## src/rtl/seq_detect_param.sv

```systemverilog
// Runtime-programmable serial pattern detector: selectable length, overlap mode,
// input-valid qualifier and a saturating match counter.
module seq_detect_param #(
    parameter int                 MAX_LEN     = 8,
    parameter int                 CNT_W       = 8,
    parameter logic [MAX_LEN-1:0] DEFAULT_PAT = MAX_LEN'(8'b0000_1101),
    parameter int                 DEFAULT_LEN = 4,
    parameter int                 LEN_W       = $clog2(MAX_LEN+1)
) (
    input  logic               clk,
    input  logic               reset,
    input  logic               in_valid,
    input  logic               in,
    input  logic               cfg_load,
    input  logic [MAX_LEN-1:0] cfg_pattern,
    input  logic [LEN_W-1:0]   cfg_len,
    input  logic               cfg_overlap,
    input  logic               cnt_clr,
    output logic               out,
    output logic [CNT_W-1:0]   match_cnt,
    output logic               cnt_sat,
    output logic               cfg_err
);

    localparam logic [LEN_W-1:0] LEN_MAX = LEN_W'(MAX_LEN);
    localparam logic [LEN_W-1:0] LEN_MIN = LEN_W'(2);
    localparam logic [LEN_W-1:0] LEN_ONE = LEN_W'(1);

    logic [MAX_LEN-1:0] hist_q, hist_d, pat_q, pat_d;
    logic [LEN_W-1:0]   fill_q, fill_d, len_q, len_d;
    logic               ovl_q, ovl_d, out_q, out_d, err_q, err_d;
    logic [CNT_W-1:0]   cnt_q, cnt_d;

    logic [MAX_LEN-1:0] hist_n, win_mask;
    logic [LEN_W-1:0]   fill_n;
    logic               hit, cfg_ok;

    // Match evaluation on the candidate history; only the low len bits count.
    always_comb begin
        hist_n   = {hist_q[MAX_LEN-2:0], in};
        fill_n   = (fill_q == LEN_MAX) ? fill_q : fill_q + LEN_ONE;
        win_mask = '0;
        for (int i = 0; i < MAX_LEN; i++) begin
            win_mask[i] = (LEN_W'(i) < len_q);
        end
        hit    = in_valid && !cfg_load && (fill_n >= len_q) &&
                 (((hist_n ^ pat_q) & win_mask) == '0);
        cfg_ok = (cfg_len >= LEN_MIN) && (cfg_len <= LEN_MAX);
    end

    always_comb begin
        hist_d = hist_q;
        fill_d = fill_q;
        pat_d  = pat_q;
        len_d  = len_q;
        ovl_d  = ovl_q;
        out_d  = 1'b0;
        err_d  = 1'b0;
        cnt_d  = cnt_q;
        if (cfg_load) begin
            // Any bit offered alongside a load is dropped, legal or not.
            if (cfg_ok) begin
                pat_d  = cfg_pattern;
                len_d  = cfg_len;
                ovl_d  = cfg_overlap;
                hist_d = '0;
                fill_d = '0;
            end else begin
                err_d = 1'b1;
            end
        end else if (in_valid) begin
            hist_d = hist_n;
            fill_d = (hit && !ovl_q) ? '0 : fill_n;
            out_d  = hit;
        end
        if (cnt_clr) begin
            cnt_d = hit ? CNT_W'(1) : '0;
        end else if (hit && !cnt_sat) begin
            cnt_d = cnt_q + CNT_W'(1);
        end
    end

    always_ff @(posedge clk) begin
        if (reset) begin
            hist_q <= '0;
            fill_q <= '0;
            pat_q  <= DEFAULT_PAT;
            len_q  <= LEN_W'(DEFAULT_LEN);
            ovl_q  <= 1'b1;
            out_q  <= 1'b0;
            err_q  <= 1'b0;
            cnt_q  <= '0;
        end else begin
            hist_q <= hist_d;
            fill_q <= fill_d;
            pat_q  <= pat_d;
            len_q  <= len_d;
            ovl_q  <= ovl_d;
            out_q  <= out_d;
            err_q  <= err_d;
            cnt_q  <= cnt_d;
        end
    end

    assign cnt_sat   = &cnt_q;
    assign out       = out_q;
    assign match_cnt = cnt_q;
    assign cfg_err   = err_q;

endmodule

```

## config.mk

```make
export PLATFORM = sky130hd
export DESIGN_NAME = seq_detect_param
export DESIGN_NICKNAME = d
export VERILOG_FILES = /design/src/rtl/seq_detect_param.sv
export SDC_FILE = /design/constraint.sdc
export NUM_CORES = 1
export LEC_CHECK = 0
export BUFFER_PORTS_ARGS = -buffer_cell sky130_fd_sc_hd__clkbuf_2
export CAP_MARGIN = 5
export CORE_MARGIN = 10
export CORE_UTILIZATION = 49
export CTS_CLUSTER_SIZE = 10
export DETAILED_ROUTE_END_ITERATION = 8
export GPL_TIMING_DRIVEN = 0
export PLACE_DENSITY = 0.72
export SLEW_MARGIN = 40
export SYNTH_ARGS = -nofsm -noshare
export SYNTH_HDL_FRONTEND = slang
export SYNTH_SLANG_ARGS = --single-unit
```

## constraint.sdc

```tcl
create_clock -name clk -period 2.95 [get_ports clk]
set_clock_uncertainty 0.15 [all_clocks]
set_input_delay 0.1475 -clock clk [delete_from_list [all_inputs] [get_ports clk]]
set_output_delay 0.1475 -clock clk [all_outputs]
set_load 0.02 [all_outputs]
```

==> out/results.tsv, run 1 <==
metric	value	unit
hold_viol	0	
syn_nets	238	
grt_pass1_vias	1623	
portBuffers	28	
period_needed	2860	ps
overflow	0	
max_stage_delay	550	ps
hold_ws	60.0	ps
hp-start	reset	
cts_tree	built	
synth_top_area_share	39.7	%
nets	295	
p_per_area	417	nW/µm²
antennaDiodeCount	0	
grt_pass1_wl	6980	µm
clk_latency	340	ps
outcome	finished clean	
yosysTopAreaCell	dfxtp_1	
whs_endpoint	hist_q[3]	
path_class	reg -> reg	
wl_per_cell	13.4	µm
drv_slew	0	
first_pass_iters	4	
tightest_slew	493	ps
drc_errors	0	
dieArea	6260	µm²
initial_core_util	50.9	%
dp_cells	286	
clk_root_buffer_cell	clkbuf_4	
synthSimpleGateAreaFrac	24.3	%
synthTopCellsByArea	dfxtp_1, nand2_1, a21oi_1	
drv_cap	0	
ant_nets	0	
grt_max_degree	11	
holdPathStages	2	
syn-cell-area	1710	µm²
rr_endpoint	match_cnt[5]	
die_w	79.1	µm
ys_async_sr_fraction	0	%
layout-drive-gt1-share	24.1	%
synth.distinct_cells	39	
synthAdderAreaFrac	5.11	%
reg2regPathDepth	12	
clockBufferDepth	2	
clock.fmax	349	MHz
min-delay-path-class	in -> reg	
ys_warn_count	0	
antenna_found_initial	0	
cp.required	3080	ps
clk_pin_slew	100	ps
path_cells	inv_4, ha_4, nand2_4, nor2_4, nor2_4, ha_4, o21a_1, o221ai_2, nor4_2, nand3b_1, or4_4, a21oi_2	
critPathArrivalTime	2990	ps
cts.sinks	34	
wirelength	4230	µm
synth_compound_area_share	19.8	%
area_growth	34.1	%
rows	21	
die_h	79.1	µm
cts_htree_levels	2	
synth_seq_area_share	39.7	%
total_power	959	µW
syn_area_per_cell	8.08	µm²
relSlewSlack	67.1	%
fin_crit_sh	97.0	%
synth-main-ff-cell	dfxtp_1	
synth_enable_flop_cells	0	
grt_usage	13.5	%
setup-violations-final	0	
final_util	68.3	%
dp_hpwl	2860	µm
synth-seq-cells	34	
r2r_slack	90	ps
synth_xor_area_share	5.62	%
cts_buffers	5	
r2r-start	fill_q[0]	
core	3360	µm²
p_leak	0.000840	µW
crit_fanout	5	
crit_slowest_cell	or4_4	
viasPerCell	5.20	
drt_iter0_drc	49	
synth_cells	212	
top_level_ports	30	
ir_drop	0.257	mV
muxShareOfSynthArea	0.584	%
crit_path_start_kind	flip-flop	
fin_cells	316	
gp_congestion	0.822	
via_count	1643	
worst_setup_path_end_kind	flip-flop	
synth_top_family_by_area	simple AND/OR/NAND/NOR gates	
-- power by group --
group / total [µW] / internal (µW) / switching (µW) / leakage [µW]
clock: 336 / 180 / 156 / 0.0000395
sequential: 485 / 472 / 13.3 / 0.000278
combinational: 138 / 67.9 / 69.9 / 0.000523
total: 959 / 720 / 239 / 0.000840
-- kinds of logic after synthesis --
| kind of cell | Yosys count |
|---|---|
| AND/OR/NAND/NOR | 88 |
| adder cells (fa/ha/maj) | 7 |
| flip-flops | 34 |
| AO/OA/AOI/OAI | 53 |
| XOR/XNOR | 11 |
| buffers and inverters | 18 |
| multiplexers | 1 |
-- worst max-delay path: cells and delay by family, from the launching register on --
family	cells	cell delay [ps]
compound gates	3	370
fa+ha+maj	2	400
buf+inv	1	70
flops	1	380
simple gates	6	1430
-- registers in the layout, summed over array words and instances, names as in the netlist --
register and count:
match_cnt 8, pat_q 8, hist_q 7, fill_q 4
len_q 4, cfg_err 1, out 1, ovl_q 1
-- placed cells by master, fill, tap and decap left out, types with 2 or more instances in the layout --
cell,instances
nand2_1,34
dfxtp_1,31
clkbuf_2,28
a21oi_1,23
dlygate4sd3_1,16
nor2_1,14
nand3_1,12
xnor2_1,10
clkbuf_1,8
inv_1,6
nor3_1,6
nand3b_1,6
or3_1,6
o21ai_1,5
clkbuf_4,5
buf_4,5
o21ai_0,4
ha_1,4
a22oi_1,3
nor2_4,2
buf_6,2
o22ai_1,2
o21a_1,2
buf_2,2
a21oi_2,2
ha_4,2
dfxtp_2,2
-- layer usage --
layer	wire, µm	track usage (%)
met5	0	0
met4	39	3.76
met3	197	5.41
met2	2120	22.7
met1	1880	15.4
-- cell usage after synthesis (2+ instances only) --
library cell,count
o22ai_1,2
ha_1,7
or3_1,6
a21oi_1,25
xnor2_1,11
a31oi_1,2
a22oi_1,3
o21ai_1,5
nand3_1,12
dfxtp_1,34
inv_1,8
buf_6,2
o21a_1,2
nor3_1,6
clkbuf_1,6
o21ai_0,4
nand2_1,35
nor2_1,16
nand3b_1,6
-- stage by stage --
step	area [µm²]	setup WS [ps]	setup TNS, ps
2_1_floorplan	1710	188	0
3_3_place_gp	1910	-119	-631
3_5_place_dp	1910	-120	-628
4_1_cts	2150	37.1	0
5_1_grt	2300	-47.2	-129
6_report	2300	87.3	0
-- final cells by class --
type,instances,area (µm²)
clock buffer,7,45.0
timing repair buffer,50,343
tap,46,57.6
buffer,9,50.0
sequential,34,687
clock inverter,1,30.0
multi-input combinational,160,1050
inverter,9,36.3
fill,306,1070
-- repair_timing --
action / CTS / global route
cloned: 0 / 1
pin swaps: 0 / 8
setup endpoints to repair: 11 / 11
gates resized for setup: 2 / 25
hold buffers: 16 / 0
hold endpoints to repair: 16 / 0
setup buffers: 0 / 5
-- worst max-delay path by stage --
stage | to | depth (start not counted) | startpoint | slack (ps)
floorplan | match_cnt[1] | 13 | fill_q[0] | 190
global placement | fill_q[0] | 12 | fill_q[0] | -120
detailed placement | fill_q[0] | 12 | fill_q[0] | -120
CTS | match_cnt[3] | 13 | fill_q[0] | 40
global route | match_cnt[3] | 13 | fill_q[0] | -50
finish | match_cnt[5] | 12 | fill_q[0] | 90
Power figures use the tool's default switching activity.
==> inputs of run 2 (changes only) <==
- CELL_PAD_IN_SITES_DETAIL_PLACEMENT: not set -> 0
- CELL_PAD_IN_SITES_GLOBAL_PLACEMENT: not set -> 1
- CORE_UTILIZATION: 49 -> 40
- PLACE_DENSITY: 0.72 -> 0.76
- clock period: 2.95 -> 3.25 ns (I/O delays scaled with it)
==> run 2 against run 1 <==
Clock power is 16% higher. Count of clock-buffer cells in the layout shrank 1. Utilization decreased by 16 points. Worst hold slack lost 43 ps. Largest power group unchanged.
==> out/results.tsv, run 2 (synthesis gave the netlist of run 1 again) <==
metric	value	unit	change
clock.fmax	349	MHz	about the same
setup-violations-final	0		unchanged
p_sw_share	23.0	%	was 25.0%
final_util	52.5	%	was 68.3%
antenna_found_initial	0		unchanged
worst_setup_path_end_kind	flip-flop		unchanged
grt_usage	11.8	%	was 13.5%
power_frac_comb	11.7	%	was 14.4%
final_cell_mix	nand2_1, dfxtp_1, clkbuf_2		unchanged
cts_buffers	5		unchanged
gp_congestion	0.777		was 0.822
die_h	85.4	µm	was 79.1 µm
drv_slew	0		unchanged
portBuffers	28		unchanged
die_w	85.4	µm	was 79.1 µm
grt_pass1_vias	1559		was 1,623
ir_drop	0.260	mV	was 0.257 mV
path_class	reg -> reg		unchanged
fin_crit_sh	88.2	%	was 97.0%
wl_per_cell	13.4	µm	about the same
area_growth	25.2	%	was 34.1%
tightest_slew	496	ps	was 493 ps
rsz0062_at_grt	no		
overflow	0		unchanged
post_cts_buffers	0		unchanged
p_sw	217	µW	was 239 µW
cts_htree_levels	2		unchanged
core	4090	µm²	was 3360 µm²
p_per_area	439	nW/µm²	was 417 nW/µm²
drt_iter0_drc	75		was 49
nets	284		was 295
antennaDiodeCount	0		unchanged
place_area	1920	µm²	was 1910 µm²
clk_pin_slew	70	ps	was 100 ps
drc_errors	0		unchanged
drv_cap	0		unchanged
tns	0	ps	unchanged
top_level_ports	30		unchanged
min-delay-path-class	in -> reg		unchanged
clk_latency	280	ps	was 340 ps
dp_cells	290		was 286
clockBufferDepth	2		unchanged
clk_root_buffer_cell	clkbuf_8		was clkbuf_4
clkPwrFrac	41.5	%	was 35.0%
dp_hpwl	3060	µm	was 2860 µm
wirelength	4140	µm	was 4230 µm
p_leak	0.000809	µW	was 0.000840 µW
crit_path_start_kind	flip-flop		unchanged
period_needed	2870	ps	was 2860 ps
layout-drive-gt1-share	16.7	%	was 24.1%
cts.sinks	34		unchanged
p_seq_share	46.8	%	was 50.6%
crit_fanout	10		was 5
via_count	1575		was 1,643
first_pass_iters	4		unchanged
cts_tree	built		unchanged
hold_viol	0		unchanged
outcome	finished clean		unchanged
layout_commonest_cell	nand2_1		unchanged
relSlewSlack	66.9	%	was 67.1%
hold_ws	16.9	ps	was 60.0 ps
initial_core_util	41.9	%	was 50.9%
grt_pass1_wl	7200	µm	was 6980 µm
viasPerCell	5.11		was 5.20
dieArea	7300	µm²	was 6260 µm²
fin_cells	308		was 316
rows	23		was 21
p_int	725	µW	was 720 µW
grt_max_degree	11		unchanged
ant_nets	0		unchanged
cp.required	3310	ps	was 3080 ps
final_cell_area	2140	µm²	was 2300 µm²
critPathArrivalTime	2930	ps	was 2990 ps
==> run 2: cell types whose count changed in the layout (fill, tap and decap cells not counted), sizes merged <==
| cell | delta |
|---|---|
| buf | -6 |
| dlygate4sd3 | -5 |
| clkbuf | -1 |
==> run 2: path summary, 6_finish.rpt <==
path,start,endpoint,slack (ps),cells after the start
max,fill_q[0],match_cnt[3],380,13
min,cfg_len[2],len_q[2],20,2
max reg2reg,fill_q[0],match_cnt[3],380,13
min reg2reg,pat_q[5],pat_q[5],320,2
==> run 2: power groups by stage <==
stage | sequential, µW | clock (µW) | combinational [µW]
after CTS | 440 | 399 | 109
final | 440 | 391 | 111
after global placement | 450 | 0 | 98.3
after detailed placement | 450 | 0 | 98.7
after floorplan | 448 | 0 | 66.6
after global routing | 442 | 418 | 126
==> run 2: layout make-up <==
class                      instances  area (µm²)
buffer                             9        50.0
clock buffer                       6        82.6
clock inverter                     1        30.0
fill                             424        1940
inverter                           9        33.8
multi-input combinational        160         955
sequential                        34         681
tap                               50        62.6
timing repair buffer              39         250
==> run 2: stage by stage <==
| step | worst slack [ps] | power [µW] |
|---|---|---|
| floorplan | 488 | 514 |
| global placement | 133 | 548 |
| detailed placement | 147 | 548 |
| CTS | 118 | 949 |
| global route | 130 | 986 |
| finish | 384 | 942 |
==> run 2: worst max-delay path: stages, from the launching register on <==
cell and delay (ps):
dfxtp_1 390, inv_1 100, ha_1 200, nand2_1 80, nor2_1 70, xnor2_1 140
ha_1 270, nand2b_1 110, a2111oi_2 90, nor4_2 390, nand3b_1 180, buf_6 180
or3_1 340, a21oi_1 130
==> run 2: metal layers <==
metal	track usage, %	share of wire (%)	up-vias
li1	-	-	830
met4	4.04	0.68	0
met2	18.2	46	17
met3	3.63	3.2	2
met1	15.2	50	726
met5	0	0	-
==> run 2: repair_timing <==
item                                    CTS  global route
endpoints found under the hold margin    11             0
endpoints found under the setup margin    0            11
hold buffers                             11             0
resized for setup                         0             2
==> inputs of run 3 (changes only) <==
- CORE_MARGIN: 10 -> 2
==> run 3 against run 2 <==
Maximum frequency down 6.4%. Clock power barely moved. Largest power group unchanged. Wire length shrank 5.8%. First-iteration DRC count fell by 36%. Highest routed layer unchanged. Worst setup slack lost 200 ps. Sequential cell count unchanged.
==> out/results.tsv, run 3 (synthesis gave the netlist of run 1 again) <==
metric	value	unit	change
post_cts_buffers	0		unchanged
rsz0062_at_grt	no		unchanged
max_stage_delay	600	ps	was 390 ps
drc_errors	0		unchanged
p_leak	0.000809	µW	about the same
overflow	0		unchanged
holdPathStages	3		was 2
worst_setup_path_end_kind	flip-flop		unchanged
die_h	69.4	µm	was 85.4 µm
crit_top_cell	ha_1		unchanged
min-delay-path-class	in -> reg		unchanged
portBuffers	28		unchanged
layout-drive-gt1-share	16.5	%	was 16.7%
n_fill_cell	425		was 424
critPathArrivalTime	3130	ps	was 2930 ps
path_class	reg -> reg		unchanged
crit_slowest_cell	a2111oi_1		was dfxtp_1
viasPerCell	5.19		was 5.11
antenna_found_initial	0		unchanged
top_level_ports	30		unchanged
path_delay_family	compound AO/OA/AOI/OAI gates		was simple AND/OR/NAND/NOR gates
drt_iter0_drc	48		was 75
grt_pass1_vias	1431		was 1,559
die_w	69.4	µm	was 85.4 µm
drv_slew	0		unchanged
rows	23		unchanged
r2r_slack	190	ps	was 380 ps
cts_buffers	5		unchanged
pre_cts_ws	131	ps	was 147 ps
setup-violations-final	0		unchanged
initial_core_util	42.2	%	was 41.9%
crit_fanout	5		was 10
r2r-start	fill_q[0]		unchanged
tns	0	ps	unchanged
clockBufferDepth	2		unchanged
cp_num_buf_inv	1		was 2
whs_endpoint	len_q[3]		was len_q[2]
grt_usage	17.0	%	was 11.8%
period_needed	3060	ps	was 2870 ps
core	4060	µm²	was 4090 µm²
wl_per_cell	12.5	µm	was 13.4 µm
dieArea	4820	µm²	was 7300 µm²
rr_endpoint	fill_q[0]		was match_cnt[3]
nets	286		was 284
clock.fmax	327	MHz	was 349 MHz
ir_drop	0.284	mV	was 0.260 mV
final_cell_mix	nand2_1, dfxtp_1, clkbuf_2		unchanged
fin_crit_sh	94.2	%	was 88.2%
hp-start	cfg_len[3]		was cfg_len[2]
cp.required	3320	ps	was 3310 ps
cts_tree	built		unchanged
clk_latency	290	ps	was 280 ps
path_cells	inv_1, ha_1, nand2_1, nor2_1, xnor2_1, ha_1, nand2b_1, a2111oi_1, nor3_1, a31oi_1, o21ai_1, a21oi_1		was inv_1, ha_1, nand2_1, nor2_1, xnor2_1, ha_1, nand2b_1, a2111oi_2, nor4_2, nand3b_1, buf_6, or3_1, a21oi_1
grt_max_degree	13		was 11
tightest_slew	593	ps	was 496 ps
via_count	1614		was 1,575
hold_ws	17.0	ps	was 16.9 ps
antennaDiodeCount	0		unchanged
finalWorstSetupSlack	188	ps	was 384 ps
wirelength	3900	µm	was 4140 µm
area_growth	26.2	%	was 25.2%
grt_pass1_wl	6640	µm	was 7200 µm
clk_root_buffer_cell	clkbuf_8		unchanged
gp_congestion	0.759		was 0.777
cts_htree_levels	2		unchanged
total_power	939	µW	was 942 µW
cts.sinks	34		unchanged
outcome	finished clean		unchanged
hold_viol	0		unchanged
p_per_area	435	nW/µm²	was 439 nW/µm²
drv_cap	0		unchanged
crit_path_start_kind	flip-flop		unchanged
reg2regPathDepth	12		was 13
dp_hpwl	2820	µm	was 3060 µm
ant_nets	0		unchanged
layout_commonest_cell	nand2_1		unchanged
clk_pin_slew	80	ps	was 70 ps
first_pass_iters	4		unchanged
relSlewSlack	60.4	%	was 66.9%
run 3: layer usage:
| metal | vias to the layer above | GRT usage (%) | routed length [µm] |
|---|---|---|---|
| li1 | 836 | - | - |
| met4 | 0 | 4.58 | 46 |
| met5 | - | 0 | 0 |
| met1 | 742 | 23.1 | 1950 |
| met3 | 5 | 4.94 | 153 |
| met2 | 31 | 26.3 | 1750 |
run 3: area by class of cell:
type	instances	area, µm²	area share [%]
flip-flops and latches	34	681	31.5
inverters	9	33.8	1.56
plain buffers	9	50.0	2.32
repair buffers	41	270	12.5
clock buffers	5	68.8	3.18
clock inverters	3	45.0	2.08
multi-input cells	160	950	43.9
well taps	50	62.6	2.90
run 3: how the worst max path moves through the flow:
stage | startpoint | end | slack (ps) | cells past startpoint
2_1_floorplan | fill_q[0] | match_cnt[1] | 490 | 13
3_3_place_gp | fill_q[0] | match_cnt[1] | 160 | 13
3_5_place_dp | fill_q[0] | match_cnt[1] | 130 | 13
4_1_cts | fill_q[0] | match_cnt[1] | 110 | 13
5_1_grt | fill_q[0] | fill_q[1] | 20 | 12
6_report | fill_q[0] | fill_q[0] | 190 | 12
run 3: timing repair:
action | 4_1_cts | 5_1_grt
hold buffers | 13 | 0
endpoints found under the setup margin | 0 | 8
gates resized for setup | 0 | 1
endpoints found under the hold margin | 13 | 0
run 3: worst reg2reg max path, cell delays in order (launching register included):
cell       delay, ps
dfxtp_1          360
inv_1            120
ha_1             150
nand2_1           60
nor2_1           200
xnor2_1          160
ha_1             240
nand2b_1         140
a2111oi_1        600
nor3_1           130
a31oi_1          420
o21ai_1          130
a21oi_1          130
run 3: metrics by stage:
step	util (%)	cell area [µm²]	std cells
finish	53.3	2160	311
floorplan	-	1710	212
detailed placement	47.2	1920	290
global route	53.3	2160	311
global placement	47.2	1920	290
CTS	53.2	2160	311
run 3: power by group:
group / total [µW] / leakage [µW] / internal, µW / switching, µW
Combinational: 111 / 0.000482 / 51.1 / 59.6
Sequential: 440 / 0.000276 / 429 / 11.3
Clock: 388 / 0.0000504 / 228 / 161
Total: 939 / 0.000809 / 708 / 231
